--- config.mk ---
export PLATFORM = sky130hd
export DESIGN_NAME = mem_access_unit
export DESIGN_NICKNAME = d
export VERILOG_FILES = /design/src/rtl/mem_access_unit.sv
export SDC_FILE = /design/constraint.sdc
export NUM_CORES = 1
export LEC_CHECK = 0
export CAP_MARGIN = 25
export CORE_MARGIN = 2
export CORE_UTILIZATION = 44
export CTS_CLUSTER_DIAMETER = 50
export DETAILED_ROUTE_END_ITERATION = 8
export PLACE_DENSITY = 0.88
export RECOVER_POWER = 100
export SYNTH_ARGS = -nofsm -noshare
export SYNTH_HDL_FRONTEND = slang
export SYNTH_SLANG_ARGS = --single-unit
--- constraint.sdc ---
create_clock -name CLK -period 4.7 [get_ports CLK]
set_clock_uncertainty 0.2 [all_clocks]
set_input_delay 0.94 -clock CLK [delete_from_list [all_inputs] [get_ports CLK]]
set_output_delay 0.94 -clock CLK [all_outputs]
set_load 0.02 [all_outputs]
--- src/rtl/mem_access_unit.sv ---
// Memory-access / write-back stage: one instruction per handshake, drives the data-memory req/ack port and the register write port.
// Optional feature: define MAU_SUBWORD_EN for byte/halfword accesses; otherwise every access is a full aligned word.
module mem_access_unit #(
    parameter int AW = 32
) (
    input  logic          CLK,
    input  logic          RST_X,
    input  logic          in_valid,
    output logic          in_ready,
    input  logic          in_load,
    input  logic          in_store,
    input  logic          in_we_reg,
    input  logic [31:0]   in_addr,
    input  logic [31:0]   in_wdata,
    input  logic [2:0]    in_funct3,
    input  logic [4:0]    in_rd,
    output logic          dmem_req,
    output logic          dmem_we,
    output logic [AW-1:0] dmem_addr,
    output logic [31:0]   dmem_wdata,
    output logic [3:0]    dmem_wstrb,
    input  logic [31:0]   dmem_rdata,
    input  logic          dmem_ack,
    output logic          wb_we,
    output logic [4:0]    wb_rd,
    output logic [31:0]   wb_data,
    output logic          misalign,
    output logic [1:0]    dbg_state
);

    typedef enum logic [1:0] {
        S_IDLE = 2'd0,
        S_REQ  = 2'd1,
        S_WB   = 2'd2
    } state_t;

    state_t      r_state;
    logic        r_in_ready;
    logic        r_dmem_req;
    logic        r_we;
    logic [AW-3:0] r_addr;
    logic [31:0] r_wdata;
    logic [3:0]  r_wstrb;
    logic [4:0]  r_rd;
    logic        r_wb_we;
    logic [31:0] r_wb_data;
    logic        r_misalign;

    logic        w_misaligned;
    logic [31:0] w_lane_wdata;
    logic [3:0]  w_lane_wstrb;
    logic [31:0] w_load_data;

`ifdef MAU_SUBWORD_EN
    logic [2:0]  r_funct3;
    logic [1:0]  r_off;
    logic [31:0] w_shifted;

    always_comb begin
        w_misaligned = 1'b0;
        w_lane_wdata = in_wdata;
        w_lane_wstrb = 4'b1111;
        case (in_funct3[1:0])
            2'b00: begin
                w_lane_wdata = {4{in_wdata[7:0]}};
                w_lane_wstrb = 4'b0001 << in_addr[1:0];
            end
            2'b01: begin
                w_misaligned = in_addr[0];
                w_lane_wdata = {2{in_wdata[15:0]}};
                w_lane_wstrb = 4'b0011 << in_addr[1:0];
            end
            default: w_misaligned = |in_addr[1:0];
        endcase
    end

    // Bring the addressed lane down to bit 0 before extension.
    assign w_shifted = dmem_rdata >> {r_off, 3'b000};

    always_comb begin
        w_load_data = w_shifted;
        case (r_funct3)
            3'b000:  w_load_data = {{24{w_shifted[7]}}, w_shifted[7:0]};
            3'b100:  w_load_data = {24'd0, w_shifted[7:0]};
            3'b001:  w_load_data = {{16{w_shifted[15]}}, w_shifted[15:0]};
            3'b101:  w_load_data = {16'd0, w_shifted[15:0]};
            default: w_load_data = w_shifted;
        endcase
    end

    always_ff @(posedge CLK or negedge RST_X) begin
        if (!RST_X) begin
            r_funct3 <= 3'd0;
            r_off    <= 2'd0;
        end else if (r_state == S_IDLE && in_valid) begin
            r_funct3 <= in_funct3;
            r_off    <= in_addr[1:0];
        end
    end
`else
    logic w_unused_funct3;

    assign w_unused_funct3 = ^in_funct3;
    assign w_misaligned    = |in_addr[1:0];
    assign w_lane_wdata    = in_wdata;
    assign w_lane_wstrb    = 4'b1111;
    assign w_load_data     = dmem_rdata;
`endif

    always_ff @(posedge CLK or negedge RST_X) begin
        if (!RST_X) begin
            r_state    <= S_IDLE;
            r_in_ready <= 1'b1;
            r_dmem_req <= 1'b0;
            r_we       <= 1'b0;
            r_addr     <= '0;
            r_wdata    <= 32'd0;
            r_wstrb    <= 4'd0;
            r_rd       <= 5'd0;
            r_wb_we    <= 1'b0;
            r_wb_data  <= 32'd0;
            r_misalign <= 1'b0;
        end else begin
            r_misalign <= 1'b0;
            r_wb_we    <= 1'b0;
            case (r_state)
                S_IDLE: begin
                    if (in_valid) begin
                        r_rd   <= in_rd;
                        r_addr <= in_addr[AW-1:2];
                        if (in_load || in_store) begin
                            if (w_misaligned) begin
                                r_misalign <= 1'b1;
                            end else begin
                                // Load wins when both flags are set.
                                r_state    <= S_REQ;
                                r_in_ready <= 1'b0;
                                r_dmem_req <= 1'b1;
                                r_we       <= ~in_load;
                                r_wdata    <= w_lane_wdata;
                                r_wstrb    <= in_load ? 4'b0000 : w_lane_wstrb;
                            end
                        end else if (in_we_reg) begin
                            r_state    <= S_WB;
                            r_in_ready <= 1'b0;
                            r_wb_data  <= in_addr;
                            r_wb_we    <= (in_rd != 5'd0);
                        end
                    end
                end
                S_REQ: begin
                    if (dmem_ack) begin
                        r_dmem_req <= 1'b0;
                        if (r_we) begin
                            r_state    <= S_IDLE;
                            r_in_ready <= 1'b1;
                        end else begin
                            r_state   <= S_WB;
                            r_wb_data <= w_load_data;
                            r_wb_we   <= (r_rd != 5'd0);
                        end
                    end
                end
                default: begin
                    r_state    <= S_IDLE;
                    r_in_ready <= 1'b1;
                end
            endcase
        end
    end

    assign in_ready   = r_in_ready;
    assign dmem_req   = r_dmem_req;
    assign dmem_we    = r_we;
    assign dmem_addr  = {r_addr, 2'b00};
    assign dmem_wdata = r_wdata;
    assign dmem_wstrb = r_wstrb;
    assign wb_we      = r_wb_we;
    assign wb_rd      = r_rd;
    assign wb_data    = r_wb_data;
    assign misalign   = r_misalign;
    assign dbg_state  = r_state;

endmodule
==> key figures, run 1 <==
Logic synthesis
  – Compound-cell area share of the yosys netlist: under 10%
  – Register bit total from synthesis: 106
  – Avg Cell Area, Syn: 14.00 um2
  – Distinct cells, synth: 27
  – Synthesized area: between 0.004 and 0.005 mm2
  – Top post-synthesis cells by area: dfrtp_1 (58%), mux2_2 (9.7%), mux2_4 (9.3%)
  – Xor/xnor share of the synthesized area: 0%
  – Synth warn: 0
  – Mux share of post-synthesis cell area: between 20% and 30%
  – Synth Area in Simple Gates: slightly below 5%
  – Yosys top cell area share: 58.28%
  – Synth Instances: roughly 320
  – Seq/Total Area, Yosys: 58.87%
  – Fraction of the mapped netlist area in adder cells: 0%
  – Largest family of logic cells by synthesized area: multiplexers
  – Area leader, netlist: dfrtp_1

Floorplanning
  – I/O pin count: 223
  – Site Rows: 36
  – Starting Density: between 40% and 50%
  – Die Footprint: around 0.011 mm2
  – Die Width: about 110 um
  – Core area: around 0.0099 mm2
  – Die Ht: around 110 um

Pwr
  – Worst vdd ir: roughly 220 uV
  – Pwr dens: about 450 mW/mm2
  – PnR Total Power: between 3000 and 4000 uW
  – LEAKAGE: approximately 0.0031 uW

Run status
  – Failing checks: max-capacitance violations, max-slew violations
  – Status: finished with violations

Cells and area
  – Most common cell after layout, fill and taps aside: dlygate4sd3_1
  – Commonest non-fill, non-tap cells in the layout: dlygate4sd3_1 (112), dfrtp_1 (105), clkdlybuf4s50_1 (104), mux2_2 (39), o21ai_0 (37)
  – Final Util: 69.51%
  – Fin cells: about 670
  – N_diodes: 0
  – Area grow syn2layout: 52.10%
  – Nets: around 650
  – Share of layout cells above drive strength 1: 12.24%

Routing
  – Drt drc: 0
  – ANT nets after route: 0
  – Via count: approximately 3.3k
  – DRT Pass-1 Iters: 4
  – Initial drt markers: 66
  – WL/cell: roughly 17 um
  – Via density: 4.905
  – Wirelength, routed: approximately 11000 um

Clock network
  – Clk_lat worst skew: around 360 ps
  – Max clock buf depth: 2
  – CTS root buf: clkbuf_8
  – Clock transition at path regs: 90 ps
  – CTS sink count: approximately 110
  – Cells resized by post-CTS repair: 0
  – Setup bufs post-CTS: 0
  – CTS tree: yes
  – CTS Buf Count: 9
  – H-Tree Depth: 3
  – CTS Hold Buffers Added: 0

STA
  – Worst-Margin Slew: 2329 ps
  – Minimum clock period: 3751 ps
  – RSZ-0062 raised after global routing: no
  – Slew Limit Fails: 47
  – Final worst slack: around 950 ps
  – Setup violators final: 0
  – Max Freq: between 200 and 300 MHz
  – Max-slew headroom: -55.24%
  – Fin crit share: 79.81%
  – Final setup TNS: 0 ps
  – Hold Vio Cnt, Final: 0

Worst setup path
  – Crit path DAT: between 3000 and 4000 ps
  – WS Path Type: in -> reg
  – Worst Path Required: 4740 ps
  – CP endpoint kind: flop
  – Crit start category: primary input
  – Crit path max fanout: 39

Placement
  – Placed insts: between 600 and 700
  – Placer Congestion: approximately 0.77
  – Post-placement worst setup slack: 980.9 ps
  – DP HPWL: between 8000 and 9000 um
  – Buffers added on ports: between 200 and 250

Global routing
  – Largest net degree at the start of global routing: 47
  – Vias in the first global route: 3549
  – First-pass GRT wire length: between 15000 and 20000 um
  – Antenna violations before repair: 0
  – GRT Util Overall: roughly 21%
  – Total grt overflow: 0

Job
  – Max-cap violations: 1

Min path
  – Worst min path class: reg -> reg
## through the flow
stage | hold WS [ps] | cell area, um2
2_1_floorplan | 379.6 | 4512
3_3_place_gp | 262.0 | 6708
3_5_place_dp | 269.4 | 6708
4_1_cts | 290.6 | 6959
5_1_grt | 302.5 | 6857
6_report | 280.5 | 6857
## logic make-up (layout without fill, tap and decap cells)
logic type	Yosys count	in the layout
other cells	1	2
mux	101	101
buf+inv	28	244
compound gates	41	41
flops	106	106
simple gates	45	45
## critical path: stages
cell	delay, ps
dlygate4sd3_1	580
nor3b_1	220
buf_4	520
and2_0	720
clkbuf_1	420
mux2_1	380
## state kept, by name, summed over array words and instances (netlist names)
register    count
dmem_wdata     32
r_addr         30
wb_rd           5
dbg_state       2
misalign        1
wb_data        32
wb_we           1
dmem_wstrb      1
in_ready        1
dmem_req        1
## report_power, final
part / switching, uW / internal, uW / total [uW]
Combinational: 596 / 547 / 1140
Clock: 300 / 381 / 681
Sequential: 117 / 1150 / 1260
## routing by layer
| metal | global-route usage (%) | vias to the layer above | wire (um) |
|---|---|---|---|
| li1 | - | 1540 | - |
| met3 | 5.566 | 21 | 793 |
| met5 | 0 | - | 0 |
| met1 | 26.08 | 1592 | 4529 |
| met4 | 8.476 | 0 | 234 |
| met2 | 36.41 | 143 | 5875 |
## cells in the mapped netlist
cell type	count
mux2i_1	34
o21ai_0	25
buf_6	1
nor3_1	1
dfstp_2	1
buf_4	15
o21ai_1	12
and4bb_1	1
and2_1	1
o21bai_1	1
nand2_1	32
buf_2	4
mux2_2	39
mux2_4	28
nor3b_1	2
nand3_1	1
nand2_2	1
dfrtp_1	105
inv_1	4
clkbuf_1	1
nor2_4	1
a31oi_1	3
nor3b_2	1
buf_12	3
conb_1	1
or4_1	2
nor2_1	2
## worst paths after layout
kind / from / to / slack, ps / depth (start not counted)
setup reg to reg: dbg_state[0] / dmem_wdata[18] / 1640 / 5
setup / recovery: in_valid / dmem_wdata[18] / 950 / 6
hold / removal: wb_data[3] / wb_data[3] / 280 / 2
hold reg to reg: wb_data[3] / wb_data[3] / 280 / 2
max in group asynchronous: RST_X / wb_data[7] / 1440 / 2
min in group asynchronous: RST_X / dmem_wdata[23] / 1070 / 1
## layout make-up
type                            count  area (um2)
Fill cell                         696        3008
Sequential cell                   106        2654
Timing Repair Buffer              224        2230
Multi-Input combinational cell    189        1540
Tap cell                          133       166.4
Clock buffer                       11       151.4
Clock inverter                      5       100.1
Inverter                            4       15.01
(Power assumes the default switching activity.)
==> run 2, diff against run 1 <==
CORE_UTILIZATION = 40   (was 44)
PLACE_DENSITY = 0.81   (was 0.88)
clock period = 3.67 ns   (was 4.7 ns; I/O delays follow)
==> key figures, run 2 (synthesis gave the netlist of run 1 again) <==
Cells and area
  – Fin area: 0.006912 mm2 (was 0.006857 mm2)
  – Nets: 645 (unchanged)
  – N_diodes: 0 (unchanged)
  – Final Util: 63.20% (was 69.51%)
  – Most common cell after layout, fill and taps aside: dlygate4sd3_1 (unchanged)
  – Area grow syn2layout: 53.32% (was 52.10%)
  – Share of layout cells above drive strength 1: 11.19% (was 12.24%)
  – Commonest non-fill, non-tap cells in the layout: dlygate4sd3_1 (112), dfrtp_1 (105), clkdlybuf4s50_1 (104), mux2_2 (39), o21ai_0 (37) (unchanged)

Routing
  – Via count: 3312 (was 3296)
  – ANT nets after route: 0 (unchanged)
  – Wirelength, routed: 11350 um (was 11430 um)
  – DRT Pass-1 Iters: 4 (unchanged)
  – WL/cell: 16.80 um (was 17.01 um)
  – Drt drc: 0 (unchanged)
  – Via density: 4.899 (was 4.905)
  – Initial drt markers: 76 (was 66)

Floorplanning
  – Die Ht: 110.2 um (was 105.2 um)
  – Site Rows: 38 (was 36)
  – Starting Density: 41.22% (was 45.70%)
  – Core area: 0.01094 mm2 (was 0.009864 mm2)
  – Die Footprint: 0.01214 mm2 (was 0.01107 mm2)
  – Die Width: 110.2 um (was 105.2 um)
  – I/O pin count: 223 (unchanged)

Pwr
  – LEAKAGE: 0.003144 uW (was 0.003132 uW)
  – Pwr dens: 588.6 mW/mm2 (was 450.6 mW/mm2)
  – Worst vdd ir: 490.2 uV (was 222.6 uV)

Worst setup path
  – Crit path max-delay cell type: dlygate4sd3_1 (was and2_0)
  – R2R Setup Slk: 1410 ps (was 1640 ps)
  – RR Startpoint: dbg_state[0] (unchanged)
  – Cells along the critical path: dlygate4sd3_1 > nor3b_1 > buf_4 > a31oi_1 > clkbuf_1 > nand2_1 > o21ai_0 (was dlygate4sd3_1 > nor3b_1 > buf_4 > and2_0 > clkbuf_1 > mux2_1)
  – Crit path DAT: 2770 ps (was 3790 ps)
  – Critical Path Max Stage Delay: 580 ps (was 720 ps)
  – Crit path max fanout: 23 (was 39)
  – FF-to-FF End: wb_data[11] (was dmem_wdata[18])
  – Crit start category: primary input (unchanged)
  – WS Path Type: in -> reg (unchanged)
  – CP endpoint kind: flop (unchanged)
  – Worst Path Required: 3670 ps (was 4740 ps)
  – R2r worst-path depth: 6 (was 5)

Min path
  – Worst min path class: reg -> reg (unchanged)
  – Worst-case hold path end point: wb_data[13] (was wb_data[3])
  – Worst Hold Depth: 2 (unchanged)
  – Min-delay src: wb_data[13] (was wb_data[3])

Clock network
  – Max clock buf depth: 2 (unchanged)
  – CTS tree: yes (unchanged)
  – Clock transition at path regs: 70 ps (was 90 ps)
  – CTS sink count: 106 (unchanged)
  – CTS Hold Buffers Added: 0 (unchanged)
  – Setup bufs post-CTS: 0 (unchanged)
  – H-Tree Depth: 3 (unchanged)
  – Clk_lat worst skew: 350 ps (was 360 ps)
  – CTS root buf: clkbuf_16 (was clkbuf_8)
  – Cells resized by post-CTS repair: 0 (unchanged)
  – CTS Buf Count: 9 (unchanged)

STA
  – Setup violators final: 0 (unchanged)
  – Slew Limit Fails: 55 (was 47)
  – RSZ-0062 raised after global routing: no (unchanged)
  – Worst-Margin Slew: 1502 ps (was 2329 ps)
  – Hold Vio Cnt, Final: 0 (unchanged)
  – Final setup TNS: 0 ps (unchanged)
  – Max Freq: ~360 MHz
  – Fin crit share: about three quarters
  – Hold Slack: 269.2 ps (was 280.5 ps)
  – Final worst slack: 898.2 ps (was 949.1 ps)
  – Max-slew headroom: -0.1648% (was -55.24%)
  – Minimum clock period: 2772 ps

Global routing
  – Vias in the first global route: 3520 (was 3549)
  – GRT Util Overall: 19.47% (was 21.45%)
  – Antenna violations before repair: 0 (unchanged)
  – Total grt overflow: 0 (unchanged)
  – Largest net degree at the start of global routing: 61 (was 47)
  – First-pass GRT wire length: 17770 um (was 18560 um)

Placement
  – Post-DP Area: 0.006741 mm2 (was 0.006708 mm2)
  – Post-placement worst setup slack: 751.0 ps (was 980.9 ps)
  – Buffers added on ports: 217 (unchanged)
  – Placer Congestion: 0.7481 (was 0.7654)
  – DP HPWL: 8778 um (was 8635 um)

Job
  – Max-cap violations: 1 (unchanged)

Run status
  – Failing checks: max-capacitance violations, max-slew violations (unchanged)
  – Status: finished with violations (unchanged)
## run 2: worst max path at each step
stage	from	end	slack, ps
6_report	in_valid	wb_data[11]	900
5_1_grt	in_valid	wb_data[9]	630
4_1_cts	in_load	dmem_wdata[7]	1160
3_5_place_dp	in_load	dmem_wdata[7]	750
3_3_place_gp	in_load	dmem_wdata[9]	840
2_1_floorplan	in_addr[1]	dmem_wdata[11]	1690
## run 2: layout make-up
cell class                      count  area, um2
Clock buffer                       10      229.0
Tap cell                          140      175.2
Sequential cell                   106       2654
Multi-Input combinational cell    189       1521
Clock inverter                      3      67.56
Inverter                            4      15.01
Fill cell                         868       4024
Timing Repair Buffer              224       2250
## run 2: metal layers
metal | up-vias | share of wire [%] | track usage (%)
met5 | - | 0 | 0
met3 | 13 | 10 | 7.819
met4 | 0 | 1.6 | 7.232
met1 | 1618 | 36 | 20.82
met2 | 137 | 52 | 34.49
li1 | 1544 | - | -
## run 2: metrics by stage
| stage | cells | total power (uW) |
|---|---|---|
| 2_1_floorplan | 323 | 2450 |
| 3_3_place_gp | 662 | 3288 |
| 3_5_place_dp | 662 | 3332 |
| 4_1_cts | 675 | 4348 |
| 5_1_grt | 676 | 4308 |
| 6_report | 676 | 4068 |
## run 2: power by group
part	switching, uW	internal (uW)	leakage, uW
combinational	755	700	0.00173
clock	404	586	0.000141
sequential	151	1470	0.00128
total	1310	2760	0.00314
## run 2: worst max-delay path, delay by kind of cell
family                 cells  cell delay, ps
AOI/OAI and AO/OA          2             250
buffers and inverters      3            1290
and+or+nand+nor            2             490
==> run 3, diff against run 2 <==
clock period = 2.6 ns   (was 3.67 ns; I/O delays follow)
==> key figures, run 3 (synthesis gave the netlist of run 1 again) <==
Run status
  – Status: finished, final reports clean (was finished with violations)

Worst setup path
  – CP endpoint kind: flop (unchanged)
  – Crit path max fanout: 9 (was 23)
  – Crit path DAT: 2380 ps (was 2770 ps)
  – Crit start category: primary input (unchanged)
  – Crit path max-delay cell type: dlygate4sd3_1 (unchanged)
  – R2R Setup Slk: 480 ps (was 1410 ps)
  – Cells along the critical path: dlygate4sd3_1 > nor2_1 > nor3_1 > and2_2 > buf_4 > mux2_1 (was dlygate4sd3_1 > nor3b_1 > buf_4 > a31oi_1 > clkbuf_1 > nand2_1 > o21ai_0)
  – CP Buf/Inv Count: 2 (was 3)
  – Crit-path leading delay family: simple AND/OR/NAND/NOR gates (was buffers and inverters)
  – Critical Path Max Stage Delay: 570 ps (was 580 ps)
  – Worst Path Required: 2630 ps (was 3670 ps)
  – WS Path Type: in -> reg (unchanged)

Routing
  – Via count: 3327 (was 3312)
  – Initial drt markers: 112 (was 76)
  – Wirelength, routed: 11830 um (was 11350 um)
  – Via density: 4.871 (was 4.899)
  – DRT Pass-1 Iters: 4 (unchanged)
  – Drt drc: 0 (unchanged)
  – ANT nets after route: 0 (unchanged)
  – WL/cell: 17.33 um (was 16.80 um)

Clock network
  – Setup bufs post-CTS: 0 (unchanged)
  – Clock transition at path regs: 70 ps (about the same)
  – CTS Hold Buffers Added: 1 (was 0)
  – Cells resized by post-CTS repair: 0 (unchanged)
  – CTS sink count: 106 (unchanged)
  – Max clock buf depth: 2 (unchanged)
  – Clk_lat worst skew: 350 ps (about the same)
  – CTS tree: yes (unchanged)
  – CTS root buf: clkbuf_16 (unchanged)
  – H-Tree Depth: 3 (unchanged)
  – CTS Buf Count: 9 (unchanged)

Pwr
  – Pint: 4032 uW (was 2758 uW)
  – LEAKAGE: 0.003215 uW (was 0.003144 uW)
  – Pwr dens: 844.0 mW/mm2 (was 588.6 mW/mm2)
  – Logic pwr share: 35.4% (was 35.7%)
  – Flop pwr share: 38.7% (was 39.9%)
  – Sw frac: 32.09% (was 32.19%)
  – Clock share of power: 25.9% (was 24.3%)
  – Sw Pwr: 1906 uW (was 1309 uW)
  – Worst vdd ir: 665.7 uV (was 490.2 uV)

Job
  – Max-cap violations: 0 (was 1)

STA
  – Hold Vio Cnt, Final: 0 (unchanged)
  – RSZ-0062 raised after global routing: no (unchanged)
  – Final setup TNS: 0 ps (unchanged)
  – Worst-Margin Slew: 887.9 ps (was 1502 ps)
  – Max Freq: about 420 MHz
  – Fin crit share: about 91%
  – Slew Limit Fails: 0 (was 55)
  – Setup violators final: 0 (unchanged)
  – Minimum clock period: between 2000 and 2500 ps
  – Max-slew headroom: 40.80% (was -0.1648%)

Floorplanning
  – Core area: 0.01094 mm2 (unchanged)
  – Starting Density: 41.22% (unchanged)
  – Die Footprint: 0.01214 mm2 (unchanged)
  – Die Ht: 110.2 um (unchanged)
  – Die Width: 110.2 um (unchanged)
  – Site Rows: 38 (unchanged)
  – I/O pin count: 223 (unchanged)

Cells and area
  – Nets: 649 (was 645)
  – Area grow syn2layout: 56.06% (was 53.32%)
  – Most common cell after layout, fill and taps aside: dlygate4sd3_1 (unchanged)
  – Register Area: 0.002654 mm2 (unchanged)
  – Share of layout cells above drive strength 1: 13.63% (was 11.19%)
  – Multi-input gate area: 0.001560 mm2 (was 0.001521 mm2)
  – Fin cells: 683 (was 676)
  – Filler cell count: 859 (was 868)
  – Commonest non-fill, non-tap cells in the layout: dlygate4sd3_1 (112), dfrtp_1 (105), clkdlybuf4s50_1 (105), mux2_2 (39), o21ai_0 (36) (was dlygate4sd3_1 (112), dfrtp_1 (105), clkdlybuf4s50_1 (104), mux2_2 (39), o21ai_0 (37))
  – N_diodes: 0 (unchanged)

Placement
  – Placer Congestion: 0.7466 (was 0.7481)
  – DP HPWL: 8790 um (was 8778 um)
  – Placed insts: 666 (was 662)
  – Buffers added on ports: 217 (unchanged)

Global routing
  – First-pass GRT wire length: 18250 um (was 17770 um)
  – Total grt overflow: 0 (unchanged)
  – GRT Util Overall: 19.85% (was 19.47%)
  – Vias in the first global route: 3593 (was 3520)
  – Antenna violations before repair: 0 (unchanged)
  – Largest net degree at the start of global routing: 62 (was 61)

Min path
  – Worst min path class: reg -> reg (unchanged)
==> run 3: cell count changes in the layout (fill, tap and decap cells not counted), moves of 2 or more <==
cell / before / now
buf_4: 2 / 4
clkinv_2: 0 / 3
mux2_1: 27 / 21
mux2_4: 1 / 7
==> run 3: layer usage <==
| metal | vias to the layer above | GRT usage, % | wire length (um) | share of wire, % |
|---|---|---|---|---|
| li1 | 1543 | - | - | - |
| met1 | 1634 | 21.95 | 4459 | 38 |
| met2 | 136 | 35.45 | 6033 | 51 |
| met3 | 14 | 6.526 | 1150 | 9.7 |
| met4 | 0 | 7.321 | 190 | 1.6 |
| met5 | - | 0 | 0 | 0 |
==> run 3: power groups by stage <==
stage	clock network (uW)	registers, uW	logic [uW]
finish	1540	2300	2100
global route	1630	2360	2250
CTS	1570	2330	2380
detailed placement	0	2350	2360
global placement	0	2320	2330
floorplan	0	2870	593
==> run 3: worst paths after layout <==
path | startpoint | end | cells past startpoint
max in group asynchronous | RST_X | r_addr[23] | 3
worst min-delay path | wb_data[8] | wb_data[8] | 2
worst max register to register | dbg_state[0] | dmem_wdata[5] | 4
min in group asynchronous | RST_X | dmem_wdata[25] | 2
worst min register to register | wb_data[8] | wb_data[8] | 2
worst max-delay path | in_load | dmem_wdata[5] | 6
==> run 3: per-stage QoR <==
step	setup WS (ps)	utilization [%]	hold slack (ps)	instance area, um2	power, uW
after global routing	129.3	64.34	305.5	7036	6239
after floorplan	826.3	-	24.41	4512	3459
final	243.3	64.34	274.1	7036	5938
after global placement	167.3	62.27	263.6	6809	4656
after CTS	307.3	65.41	286.7	7153	6281
after detailed placement	150.4	62.27	263.7	6809	4718
==> run 3: layout make-up <==
type                            count  share of cell area, %
Multi-Input combinational cell    189                  22.18
Clock buffer                       10                  3.254
Timing Repair Buffer              228                  32.65
Clock inverter                      6                  1.494
Sequential cell                   106                  37.72
Inverter                            4                 0.2134
Tap cell                          140                  2.490
==> run 3: worst reg2reg max path, delay by kind of cell (launching register included) <==
kind,cells,cell delay (ps)
multiplexers,1,350
flip-flops,1,450
buffers and inverters,1,220
AND/OR/NAND/NOR,2,790
